==> config.mk <==
export PLATFORM = sky130hd
export DESIGN_NAME = hazard_unit
export DESIGN_NICKNAME = d
export VERILOG_FILES = /design/src/rtl/hazard_unit.sv
export SDC_FILE = /design/constraint.sdc
export NUM_CORES = 1
export LEC_CHECK = 0
export ABC_AREA = 1
export ABC_CLOCK_PERIOD_IN_PS = 2450
export CORE_ASPECT_RATIO = 1.1
export CORE_MARGIN = 8
export CORE_UTILIZATION = 52
export CTS_BUF_LIST = sky130_fd_sc_hd__clkbuf_4 sky130_fd_sc_hd__clkbuf_8
export DETAILED_ROUTE_END_ITERATION = 12
export PLACE_DENSITY_LB_ADDON = 0.05
export SYNTH_ARGS = -nofsm -noshare
export SYNTH_HDL_FRONTEND = slang
export SYNTH_SLANG_ARGS = --single-unit
==> constraint.sdc <==
create_clock -name clk -period 2.45 [get_ports clk]
set_input_delay 0.735 -clock clk [delete_from_list [all_inputs] [get_ports clk]]
set_output_delay 0.735 -clock clk [all_outputs]
set_load 0.02 [all_outputs]
==> src/rtl/hazard_unit.sv <==
`default_nettype none
// ============================================================================
//  Module   : hazard_unit
//  Purpose  : Forwarding selects, load-use / branch stall+flush control, and
//             a multi-cycle execute wait FSM with timeout and perf counters.
//  Revision : 1.0
// ============================================================================
module hazard_unit #(
  parameter int REG_ADDR_WIDTH = 5,
  parameter int MC_TIMEOUT     = 64,
  parameter int CNT_WIDTH      = 32
) (
  input  logic                      clk,
  input  logic                      rst,
  input  logic [REG_ADDR_WIDTH-1:0] rs1_d,
  input  logic [REG_ADDR_WIDTH-1:0] rs2_d,
  input  logic [REG_ADDR_WIDTH-1:0] rs1_e,
  input  logic [REG_ADDR_WIDTH-1:0] rs2_e,
  input  logic [REG_ADDR_WIDTH-1:0] rd_e,
  input  logic [1:0]                res_src_e,
  input  logic                      pc_src_e,
  input  logic [REG_ADDR_WIDTH-1:0] rd_m,
  input  logic                      reg_write_m,
  input  logic [REG_ADDR_WIDTH-1:0] rd_w,
  input  logic                      reg_write_w,
  input  logic                      mc_start_e,
  input  logic                      mc_done_e,
  output logic [1:0]                forward_a_e,
  output logic [1:0]                forward_b_e,
  output logic                      stall_f,
  output logic                      stall_d,
  output logic                      stall_e,
  output logic                      flush_d,
  output logic                      flush_e,
  output logic                      mc_error,
  output logic [CNT_WIDTH-1:0]      stall_count,
  output logic [CNT_WIDTH-1:0]      flush_count
);

  localparam int WAIT_W = $clog2(MC_TIMEOUT + 1);
  localparam logic [WAIT_W-1:0] C_WAIT_LAST = WAIT_W'(MC_TIMEOUT - 1);
  localparam logic [1:0] C_FWD_RF = 2'b00;
  localparam logic [1:0] C_FWD_W  = 2'b01;
  localparam logic [1:0] C_FWD_M  = 2'b10;
  localparam logic [1:0] C_RES_LOAD = 2'b01;

  localparam logic [0:0] ST_RUN     = 1'b0;
  localparam logic [0:0] ST_MC_WAIT = 1'b1;

  logic [0:0]           state_q,       state_d;
  logic [WAIT_W-1:0]    wait_cnt_q,    wait_cnt_d;
  logic                 mc_error_q,    mc_error_d;
  logic [CNT_WIDTH-1:0] stall_count_q, stall_count_d;
  logic [CNT_WIDTH-1:0] flush_count_q, flush_count_d;

  logic       w_lw;
  logic       w_mc_busy;
  logic [1:0] w_fwd_a;
  logic [1:0] w_fwd_b;
  logic       w_stall_fd;
  logic       w_flush_d;
  logic       w_flush_e;

  // Memory stage wins over writeback; x0 is never a forwarding source.
  always_comb begin
    w_fwd_a = C_FWD_RF;
    if (reg_write_m && (rd_m != '0) && (rd_m == rs1_e)) begin
      w_fwd_a = C_FWD_M;
    end else if (reg_write_w && (rd_w != '0) && (rd_w == rs1_e)) begin
      w_fwd_a = C_FWD_W;
    end

    w_fwd_b = C_FWD_RF;
    if (reg_write_m && (rd_m != '0) && (rd_m == rs2_e)) begin
      w_fwd_b = C_FWD_M;
    end else if (reg_write_w && (rd_w != '0) && (rd_w == rs2_e)) begin
      w_fwd_b = C_FWD_W;
    end
  end

  // While waiting with mc_done_e low, mc_busy=1 masks every flush and forces
  // all stalls, so one set of equations covers both states.
  always_comb begin
    w_lw = (res_src_e == C_RES_LOAD) && (rd_e != '0) &&
           ((rd_e == rs1_d) || (rd_e == rs2_d));

    if (state_q == ST_RUN) begin
      w_mc_busy = mc_start_e && !mc_done_e;
    end else begin
      w_mc_busy = !mc_done_e;
    end

    w_stall_fd = (w_lw && !pc_src_e) || w_mc_busy;
    w_flush_d  = pc_src_e && !w_mc_busy;
    w_flush_e  = (w_lw || pc_src_e) && !w_mc_busy;
  end

  always_comb begin
    forward_a_e = rst ? C_FWD_RF : w_fwd_a;
    forward_b_e = rst ? C_FWD_RF : w_fwd_b;
    stall_f     = !rst && w_stall_fd;
    stall_d     = !rst && w_stall_fd;
    stall_e     = !rst && w_mc_busy;
    flush_d     = !rst && w_flush_d;
    flush_e     = !rst && w_flush_e;
  end

  // Wait FSM: mc_done_e has priority over the timeout in the same cycle.
  always_comb begin
    state_d    = state_q;
    wait_cnt_d = '0;
    mc_error_d = 1'b0;
    case (state_q)
      ST_RUN: begin
        if (mc_start_e && !mc_done_e) begin
          state_d = ST_MC_WAIT;
        end
      end
      ST_MC_WAIT: begin
        if (mc_done_e) begin
          state_d = ST_RUN;
        end else if (wait_cnt_q == C_WAIT_LAST) begin
          state_d    = ST_RUN;
          mc_error_d = 1'b1;
        end else begin
          wait_cnt_d = wait_cnt_q + 1'b1;
        end
      end
      default: begin
        state_d = ST_RUN;
      end
    endcase
  end

  always_comb begin
    stall_count_d = stall_count_q;
    flush_count_d = flush_count_q;
    if (stall_f && (stall_count_q != '1)) begin
      stall_count_d = stall_count_q + 1'b1;
    end
    if (flush_d && (flush_count_q != '1)) begin
      flush_count_d = flush_count_q + 1'b1;
    end
  end

  always_ff @(posedge clk) begin
    if (rst) begin
      state_q       <= ST_RUN;
      wait_cnt_q    <= '0;
      mc_error_q    <= 1'b0;
      stall_count_q <= '0;
      flush_count_q <= '0;
    end else begin
      state_q       <= state_d;
      wait_cnt_q    <= wait_cnt_d;
      mc_error_q    <= mc_error_d;
      stall_count_q <= stall_count_d;
      flush_count_q <= flush_count_d;
    end
  end

  assign mc_error    = mc_error_q;
  assign stall_count = stall_count_q;
  assign flush_count = flush_count_q;

endmodule
`default_nettype wire

==> summary.txt <==
Place
  – RePlAce Congestion: 0.972
  – Port bufs: 117
  – Placed cells: a little over 1000
  – Post-detail-place hpwl: 11700 um
  – Dpl ws: -1.00 ns

Timing
  – Final setup viols: 2
  – Clock Skew: roughly 0.012 ns
  – RSZ-0062 raised after global routing: true
  – Fin worst setup slack: -0.0786 ns
  – Hold slack: 0.451 ns
  – Final Hold Viols: 0
  – Post-route clock period utilization: 103%
  – Tightest Pin Transition: between 0.5 and 0.6 ns
  – Fmax: 0.395 GHz
  – Slew headroom: 60.2%
  – Final Slew Violations: 0
  – Time the worst path needs with I/O delays and setup: 2.53 ns

Power and ir drop
  – Seq pwr share: 45.9%
  – Clock power share: 40.6%
  – Worst VDD drop: 0.000384 V
  – P_sw: slightly below 0.0007 W
  – Logic pwr share: between 10 and 15%
  – Power per cell area: 395 nW/um2
  – Sw Share: 25.8%
  – Leak: 2.48 nW
  – P_int: 0.00195 W

Worst setup path
  – Crit path DAT: approximately 1.8 ns
  – Worst setup SP type: input pin
  – Worst Setup Path Type: input pin to output pin
  – Slowest stage delay, CP: 0.29 ns
  – Worst setup EP type: output pin
  – CP max stage cell: nor4_4
  – Worst EP required: 1.71 ns
  – Crit path cell chain: clkbuf_2 -> xnor2_2 -> nand2_2 -> nor4_4 -> buf_4 -> nor4_4 -> buf_4
  – Crit path max fanout: 2

Clock network
  – H-tree lvl count: 3
  – TritonCTS clock tree: yes
  – Skew-Pair Late Insertion Delay: 0.36 ns
  – Clock buffer depth: 2
  – Clk sinks: 73
  – Clk slew on worst S/H paths: approximately 0.070 ns
  – Number of hold buffers added after CTS: 0
  – CTS Buf Count: 9
  – Clock Tree Root: clkbuf_8

Die
  – Die Width: 108 um
  – Rows: 36
  – Die height: 117 um
  – Top-Level Pins: 118
  – Die area: around 13000 um2
  – Starting density of the core: 53.8%
  – Area of the core: 8920 um2

Run status
  – Status: finished with violations
  – Failing checks: setup timing

Yosys
  – Syn Inst Count: 779
  – Synth cell types: 35
  – Top_reg_cell synth: dfxtp_1
  – Syn_area_per_cell: 6.16 um2
  – Async SR Flop Fraction: 0%
  – Synthesized area: 4800 um2
  – Number of synthesized register bits: 73
  – Syn_nets: approximately 830
  – Synth warn: 0
  – Post-synthesis sequential area ratio: 30.5%
  – Number of synthesized flops with an enable pin: 0

Finish
  – Fin nets: approximately 960
  – N_diodes: 0
  – Non-Filler Instances: 1035
  – Layout cells sized above 1: approximately 16%
  – Layout area overhead: 38.3%
  – Fill count: 760
  – Util after Layout: about 74%

Global route
  – GRT overflow: 0
  – Vias in the first global route: about 5200
  – GRT Total Usage: 24.0%
  – Antenna violations before repair: 0
  – First-pass GRT wire length: approximately 24000 um
  – Largest net degree at the start of global routing: 36

Routing
  – Post-route ant nets: 0
  – Routed vias/inst: 5.29
  – Via count: roughly 5500
  – Detailed Routing Iterations Pass 1: 5
  – WL final: 15700 um
  – Initial drt markers: around 280
  – DR DRC count: 0
  – Routed length per instance: 15.2 um

Job
  – Max-Cap Viols: 0

Hold path
  – Worst min-delay path class: register to register
flip-flops by register name, summed over array words and instances (netlist names):
signal / cells
mc_error: 1
wait_cnt_q: 7
stall_count: 32
state_q: 1
flush_count: 32
power groups by stage:
stage,clock network [W],logic (W),registers [W]
6_report,0.00107,0.000354,0.00120
5_1_grt,0.00112,0.000379,0.00121
4_1_cts,0.00107,0.000321,0.00120
3_5_place_dp,0,0.000307,0.00123
3_3_place_gp,0,0.000299,0.00123
2_1_floorplan,0,0.000138,0.00124
logic make-up after synthesis:
kind of cell             Yosys count  share of synthesized area (%)
AND/OR/NAND/NOR                  472                           41.6
AO/OA/AOI/OAI                     74                           8.47
XOR/XNOR                          55                           10.0
buffers and inverters            102                           8.66
adder cells (fa/ha/maj)            3                          0.782
flip-flops                        73                           30.5
metal layers:
layer / vias to the layer above / GRT usage (%) / wire (um)
met2: 187 / 45.1 / 8220
met4: 0 / 12.4 / 672
met1: 2496 / 25.4 / 6000
met5: - / 0 / 0
li1: 2741 / - / -
met3: 48 / 3.42 / 833
synthesized netlist by cell type, types with 5 or more instances:
cell type	count	area (um2)
o21ai_0	14	70.1
a21oi_1	47	235
nor2_1	124	465
nand4_1	13	81.3
buf_2	5	25.0
dfxtp_1	73	1460
xnor2_1	22	193
or2_2	5	31.3
nand3b_1	5	37.5
nand3_1	52	260
clkbuf_1	12	45.0
nand2_1	233	875
nor3_1	22	110
inv_1	78	293
xor2_1	33	289
a21oi_2	5	43.8
path summary, 6_finish.rpt:
kind	from	to	slack, ns	cells past startpoint
worst max-delay path	rs1_e[0]	forward_a_e[0]	-0.08	7
worst min register to register	wait_cnt_q[6]	wait_cnt_q[6]	0.45	2
worst min-delay path	wait_cnt_q[6]	wait_cnt_q[6]	0.45	2
worst max register to register	stall_count[0]	stall_count[29]	0.29	12
critical path: cells and delay by family:
family	cells	cell delay, ns
xor gates and xnor gates	1	0.17
buffers and inverters	3	0.46
and+or+nand+nor	3	0.41
stage by stage:
stage / cell area (um2) / total power, W / TNS [ns]
global route: 6640 / 0.00271 / -0.352
detailed placement: 6240 / 0.00154 / -21.06
floorplan: 4820 / 0.00137 / -0.0187
CTS: 6560 / 0.00260 / -0.360
global placement: 6240 / 0.00153 / -18.04
finish: 6640 / 0.00262 / -0.135
timing repair:
| action | 4_1_cts | 5_1_grt |
|---|---|---|
| gates resized for setup | 186 | 72 |
| setup buffers | 2 | 1 |
| gates cloned | 0 | 0 |
| hold endpoints to repair | 0 | 0 |
| pin swaps | 43 | 46 |
| endpoints found under the setup margin | 39 | 7 |
layout by cell type, fill, tap and decap left out, types with 4 or more instances in the layout:
master,Yosys,routed
o21ai_0,14,11
clkbuf_8,0,10
nor2_1,124,118
nor3_1,22,22
buf_2,5,13
inv_1,78,72
buf_4,1,36
nand3b_1,5,5
dlygate4sd2_1,0,4
nand2_2,4,8
nand4_1,13,13
buf_6,3,14
inv_2,2,6
dfxtp_1,73,73
a21oi_1,47,46
nand3_2,3,5
or2_4,0,4
o21ai_1,2,4
a21oi_2,5,6
xnor2_1,22,15
clkdlybuf4s50_1,0,66
nand3_1,52,49
xor2_1,33,31
nand2_1,233,227
xnor2_2,0,6
clkbuf_2,0,10
nor2_2,1,5
area by class of cell:
type                       count  area [um2]  share of cell area [%]
clock buffer                  10         138                    2.07
clock inverter                 5        80.1                    1.21
inverter                      80         305                    4.60
multi-input combinational    604        3190                    48.1
sequential                    73        1460                    22.0
tap                          114         143                    2.15
timing repair buffer         149        1320                    19.9
Note: power is estimated with default switching activity, not from simulation.
